[config.mk]
export PLATFORM = sky130hd
export DESIGN_NAME = bram_rd_port
export DESIGN_NICKNAME = d
export VERILOG_FILES = /design/src/rtl/bram_rd_port.sv
export SDC_FILE = /design/constraint.sdc
export NUM_CORES = 1
export LEC_CHECK = 0
export BUFFER_PORTS_ARGS = -buffer_cell sky130_fd_sc_hd__buf_2
export CORE_ASPECT_RATIO = 1.5
export CORE_UTILIZATION = 45
export DETAILED_ROUTE_END_ITERATION = 12
export PLACE_DENSITY_LB_ADDON = 0.15
export REMOVE_ABC_BUFFERS = 1
export SETUP_SLACK_MARGIN = 0.05
export SLEW_MARGIN = 15
export SYNTH_ARGS = -nofsm -noshare
export SYNTH_HDL_FRONTEND = slang
export SYNTH_SLANG_ARGS = --single-unit
[constraint.sdc]
create_clock -name clk -period 7.35 [get_ports clk]
set_clock_uncertainty 0.2 [all_clocks]
set_input_delay 1.47 -clock clk [delete_from_list [all_inputs] [get_ports clk]]
set_output_delay 1.47 -clock clk [all_outputs]
set_load 0.01 [all_outputs]
[src/rtl/bram_rd_port.sv]
// Read-side controller for a byte-write simple dual-port BRAM.
// It forwards writes from the issue cycle into the read data and returns responses in issue order through a 2-entry skid FIFO.
module bram_rd_port #(
    parameter int LEN_DATA  = 32,
    parameter int LEN_ADDR  = 8,
    parameter int byteWidth = 8
) (
    input  logic                          clk,
    input  logic                          reset,
    input  logic                          flush,
    input  logic                          req_valid,
    output logic                          req_ready,
    input  logic [LEN_ADDR-1:0]           req_addr,
    output logic                          bram_en,
    output logic [LEN_ADDR-1:0]           bram_addr,
    input  logic [LEN_DATA-1:0]           bram_dout,
    input  logic                          wr_en,
    input  logic [LEN_DATA/byteWidth-1:0] wr_we,
    input  logic [LEN_ADDR-1:0]           wr_addr,
    input  logic [LEN_DATA-1:0]           wr_din,
    output logic                          rsp_valid,
    input  logic                          rsp_ready,
    output logic [LEN_DATA-1:0]           rsp_data,
    output logic [LEN_ADDR-1:0]           rsp_addr
);

    localparam int BYTES = LEN_DATA / byteWidth;

    logic                rst_hold;
    logic                inflight;
    logic [LEN_ADDR-1:0] inflight_addr;
    logic [BYTES-1:0]    fwd_mask;
    logic [LEN_DATA-1:0] fwd_data;
    logic [LEN_DATA-1:0] merged;

    logic [LEN_DATA-1:0] fifo_data [2];
    logic [LEN_ADDR-1:0] fifo_addr [2];
    logic                wptr;
    logic                rptr;
    logic [1:0]          count;

    logic                fire;
    logic                push;
    logic                pop;
    logic                fifo_empty;
    logic [2:0]          pending;

    // Only registered terms feed the request handshake, so rsp_ready has no combinational path to req_ready.
    assign pending    = {1'b0, count} + {2'b00, inflight};
    assign req_ready  = !rst_hold && !flush && (pending < 3'd2);
    assign fire       = req_valid && req_ready;
    assign bram_en    = fire;
    assign bram_addr  = req_addr;
    assign fifo_empty = (count == 2'd0);

    // NOTE: every variable driven in always_comb gets a default first, so no latch is inferred.
    always_comb begin
        merged = bram_dout;
        for (int i = 0; i < BYTES; i++) begin
            if (fwd_mask[i]) begin
                merged[i*byteWidth +: byteWidth] = fwd_data[i*byteWidth +: byteWidth];
            end
        end
    end

    always_comb begin
        rsp_valid = 1'b0;
        rsp_data  = '0;
        rsp_addr  = '0;
        if (!fifo_empty) begin
            rsp_valid = !flush;
            rsp_data  = fifo_data[rptr];
            rsp_addr  = fifo_addr[rptr];
        end else if (inflight) begin
            rsp_valid = !flush;
            rsp_data  = merged;
            rsp_addr  = inflight_addr;
        end
    end

    // The in-flight entry is queued whenever it cannot leave through the bypass path this cycle.
    assign pop  = !fifo_empty && rsp_ready && !flush;
    assign push = inflight && !flush && (!fifo_empty || !rsp_ready);

    // NOTE: sequential state uses non-blocking assignments only, so all registers update together at the edge.
    always_ff @(posedge clk or posedge reset) begin
        if (reset) begin
            rst_hold      <= 1'b1;
            inflight      <= 1'b0;
            inflight_addr <= '0;
            fwd_mask      <= '0;
            fwd_data      <= '0;
            wptr          <= 1'b0;
            rptr          <= 1'b0;
            count         <= 2'd0;
        end else begin
            rst_hold <= 1'b0;
            if (flush) begin
                inflight <= 1'b0;
                fwd_mask <= '0;
                wptr     <= 1'b0;
                rptr     <= 1'b0;
                count    <= 2'd0;
            end else begin
                inflight <= fire;
                if (fire) begin
                    inflight_addr <= req_addr;
                    fwd_data      <= wr_din;
                end
                // The BRAM is read-first, so a write at the issue edge is missing from bram_dout.
                fwd_mask <= (fire && wr_en && (wr_addr == req_addr)) ? wr_we : '0;
                if (push) wptr <= ~wptr;
                if (pop)  rptr <= ~rptr;
                count <= count + {1'b0, push} - {1'b0, pop};
            end
        end
    end

    // NOTE: FIFO storage is not reset; count decides which entries are valid, and the data is written before it is read.
    always_ff @(posedge clk) begin
        if (push) begin
            fifo_data[wptr] <= merged;
            fifo_addr[wptr] <= inflight_addr;
        end
    end

endmodule
== Word level (Yosys, flattened, before mapping) ==
Memories as Yosys holds them, arrays and structs flattened.
Index checks and enable logic that the tools add are counted.
Operators by class
  reduce and logical (&&, ||, !) cells: 18
  mux-type cells: 20
  equality and inequality tests: 1
  $lt $le $gt $ge: 1
  bitwise operators: 3
  $add $sub $neg: 3
Operator list (count)
  2-to-1 mux 32 bit: 2
  2-to-1 mux 8 bit: 6
  logical AND 1 bit: 9
  2-to-1 mux 1 bit: 9
  equality test 8 bit: 1
  2-to-1 mux 4 bit: 2
  logical NOT 1 bit: 4
  nonzero test 2 bit: 2
  adder 2 x 1 -> 3 bit: 1
  less-than comparator 3 x 2 -> 1 bit, second input constant: 1
  inverter 1 bit: 3
  adder 2 x 1 -> 2 bit: 1
  logical NOT 2 bit: 1
  2-to-1 mux 2 bit: 1
  AND reduction 2 bit: 1
  subtractor 2 x 1 -> 2 bit: 1
  logical OR 1 bit: 1
Word-level totals
  logic and storage cells: 56
  RAM bits: 80
  register bits after elaboration: 50
  memories kept: 2
  input port bits: 90
  output and inout bits: 51
Memory list
  fifo_data: words 2, bits a word 32, read ports 1, clocked after memory_dff 0, write ports 1, line 36  | logic [LEN_DATA-1:0] fifo_data [2];
  fifo_addr: words 2, bits a word 8, read ports 1, clocked after memory_dff 0, write ports 1, line 37  | logic [LEN_ADDR-1:0] fifo_addr [2];

== Depth between registers and ports, before layout ==
  word-level depth: 8
  gate-level depth with buffers: 9
  gate-level depth less buffers: 8

== Worst setup path before layout ==
OpenSTA, ideal clock, no wires.
  path type: input port to flip-flop
  start: in flush
  end: mem fifo_addr[0][0], enable pin
  data required time: 6.713 ns
  buffers on the path: 1
  arrival time: 3.674 ns
  stages on the path: 3
  path slack: 3.039 ns
  setup time: 0.437 ns
  path through: buf_6 > or3_1 > nor2_1
On the way
  cells in the longest elaborated chain, start to end: 5
Ends and longest elaborated chain
  start, declared: line 10  | input logic flush,
  logical NOT 1 bit: line 83  | assign push = inflight && !flush && (!fifo_empty || !rsp_ready);
  logical AND 1 bit (2 in a row): line 83
  2-to-1 mux 1 bit: line 121  | if (push) begin
  2-to-1 mux 1 bit (not written as such): line 123  | fifo_addr[wptr] <= inflight_addr;
  end, declared: line 37
No other way between the ends.

== Worst setup path after layout ==
  start: in flush
  end: out bram_en
On the way
  cells in the longest elaborated chain, start to end: 4
Ends and longest elaborated chain
  logical NOT 1 bit: line 50  | assign req_ready = !rst_hold && !flush && (pending < 3'd2);
  logical AND 1 bit (2 in a row): line 50
  logical AND 1 bit: line 51  | assign fire = req_valid && req_ready;
  end, declared: line 14  | output logic bram_en,
No other way between the ends.

==> metrics <==
worst min-delay path class flop to flop; DP Area ~6700 µm²; Die Y around 140 µm; CP max FO 9; number of global-route vias before repair around 3700; Fin Setup TNS 0 ns; max-cap violation count 0; fmax about 250 MHz; leakage power 0.00292 µW; Mapped Area around 6000 µm²; CP endpoint kind primary output; Final Wtd Congestion ~0.74; WP data required ~5.7 ns; post-CTS setup buffers 0; FILL cells between 1000 and 1500; number of flops mapped to enable cells by yosys 80; first-pass GRT wire length approximately 19000 µm; CTS buffer count 17; WP data arrival between 2 and 2.5 ns; DR WL/cell 17.3 µm; Post-Syn Area per Cell between 10 and 15 µm²; Placed Cells slightly below 700; clock-pin slew of the registers on the worst-case setup and hold paths ~0.060 ns; Yosys cell types 30; post-route clock period utilization a little over half; port bufs 140; ys flop type edfxtp_1; Final Hold Fails 0; H-tree depth 4; drt via density about 5.2; final period demand of the worst path 4.02 ns; clk root buf clkbuf_16; top cells by instance count after synthesis 80 x edfxtp_1, 49 x dfrtp_1, 45 x nand3_1, 42 x o21ai_0, 40 x mux2i_1; initial DRC count 136; Area growth, synth to finish 21.1%; CP Class input port to primary output; wirelength, routed about 12000 µm; top-area cell type share of the netlist area about two fifths; maximum root-to-sink buffer count 2; drt first pass iters 4; number of synthesized register bits 130; Finish-stage setup viols 0; Power Dens Cells about 250 nW/µm²; Slew HR around 40%; Die Wd a little under 100 µm; Max stage delay on crit path about 0.40 ns; Seq/Total Area, Yosys approximately three fifths; ant diodes 0; Max Transition Viols Final 0; total gr overflow 0; post-CTS sizing 0; Cell Rows 51; maximum VDD drop roughly 0.14 mV; initial antenna violation count 0; final instance area 7240 µm²; fin cells about 700; cell mode on critical path buf_2; startpoint type of the worst setup path input port; via count 3651; Buf/Inv on CP 3; share of layout cells above drive strength 1 ~47%; ys async rst share roughly two fifths; Worst Max-Slew Pin Slew approximately 0.9 ns; Synth area leaders edfxtp_1 40%, dfrtp_1 21%, mux2_4 9.8%; Worst-Skew Late Latency between 0.4 and 0.5 ns; largest net degree at the start of global routing between 80 and 90; top cell type by total area after synthesis edfxtp_1; DRC violations left 0; io pins ~140; top-count cell post-synth edfxtp_1; clock sinks 130; CTS Hold Bufs 0; CP Cell Sequence buf_2 -> a2111oi_4 -> nand2_4 -> inv_1 -> buf_2; RSZ-0062 raised after global routing false; die area 13800 µm²; CTS tree built; CP max-delay cell a2111oi_4; post-synthesis cell count around 410; CP delay by family, top compound AO/OA/AOI/OAI gates; fin nets around 630; Starting Density 46.2%; overall routing resource usage approximately a fifth; status finished clean; Core Area roughly 13000 µm²; Synth warnings 0; post-route ant nets 0; hpwl dp 7660 µm
[placed cells by master (no fill, tap or decap), types with 2 or more instances in the layout]
cell type	count
dfrtp_2	2
clkinvlp_4	3
mux2i_1	40
ha_1	2
inv_1	4
edfxtp_1	80
nor4_1	4
nor2_1	3
a21oi_1	2
nand3_1	45
mux2_2	33
nor2_4	3
o21ai_0	42
or3_1	2
clkbuf_16	17
mux2_4	39
dfrtp_1	47
buf_2	140
buf_4	5
xor2_1	2
clkbuf_1	2
nor2b_1	2
clkinv_2	7
xnor2_1	8
[power breakdown]
part / internal [µW] / switching, µW / total (µW)
sequential: 834 / 35.5 / 870
clock: 467 / 297 / 764
combinational: 118 / 89.9 / 207
[worst reg2reg max path: stages (launching register included)]
cell and delay (ns):
dfrtp_2 0.95, inv_1 0.21, or3_1 0.53, ha_1 0.32
inv_1 0.04, ha_1 0.17, xor2_1 0.16, and2_1 0.16
nor3_1 0.16
[cells by family after synthesis]
kind of cell	count (synthesis)	synth area share [%]
muxes	112	22.7
DFF	130	61.1
buffers and inverters	41	4.48
other	1	0.0627
adders and majority gates	2	0.419
and+or+nand+nor	64	5.59
xor gates and xnor gates	10	1.47
AOI/OAI and AO/OA	45	4.14
[worst paths after layout]
path	end	depth (start not counted)	slack [ns]	from
min in group asynchronous	fwd_data[10]	3	1.04	reset
max in group asynchronous	inflight	3	5.40	reset
min reg2reg	fwd_data[30]	1	0.31	fwd_data[30]
max	bram_en	5	3.33	flush
min	fwd_data[30]	1	0.31	fwd_data[30]
max reg2reg	count[1]	8	4.37	inflight
[stage by stage]
step                hold WS, ns  power [µW]  worst slack [ns]  util (%)
CTS                       0.309        1860              3.33      55.9
global route              0.317        1910              3.24      55.9
detailed placement        0.291        1090              3.33      51.7
finish                    0.306        1840              3.33      55.9
floorplan                 0.259        1010              2.47         -
global placement          0.279        1080              3.33      51.7
[registers in the layout (all words and copies together) (netlist names)]
name and count:
fwd_mask 4, fifo_addr 16, fwd_data 32, wptr 1, rptr 1, fifo_data 64
count 2, rst_hold 1, inflight_addr 8, inflight 1
[layer usage]
layer	routed length, µm	vias to the layer above	global-route usage [%]
met5	0	-	0
met4	140	0	7.31
met3	478	8	5.17
met2	6520	82	32.5
met1	5080	1808	22.5
li1	-	1753	-
[cell type report]
type | count | area [µm²] | share of cell area [%]
Clock buffer | 20 | 447 | 6.17
Clock inverter | 12 | 91.3 | 1.26
Inverter | 6 | 27.5 | 0.380
Multi-Input combinational cell | 234 | 2080 | 28.7
Sequential cell | 130 | 3660 | 50.5
Tap cell | 159 | 199 | 2.75
Timing Repair Buffer | 145 | 738 | 10.2
Power figures use the tool's default switching activity.
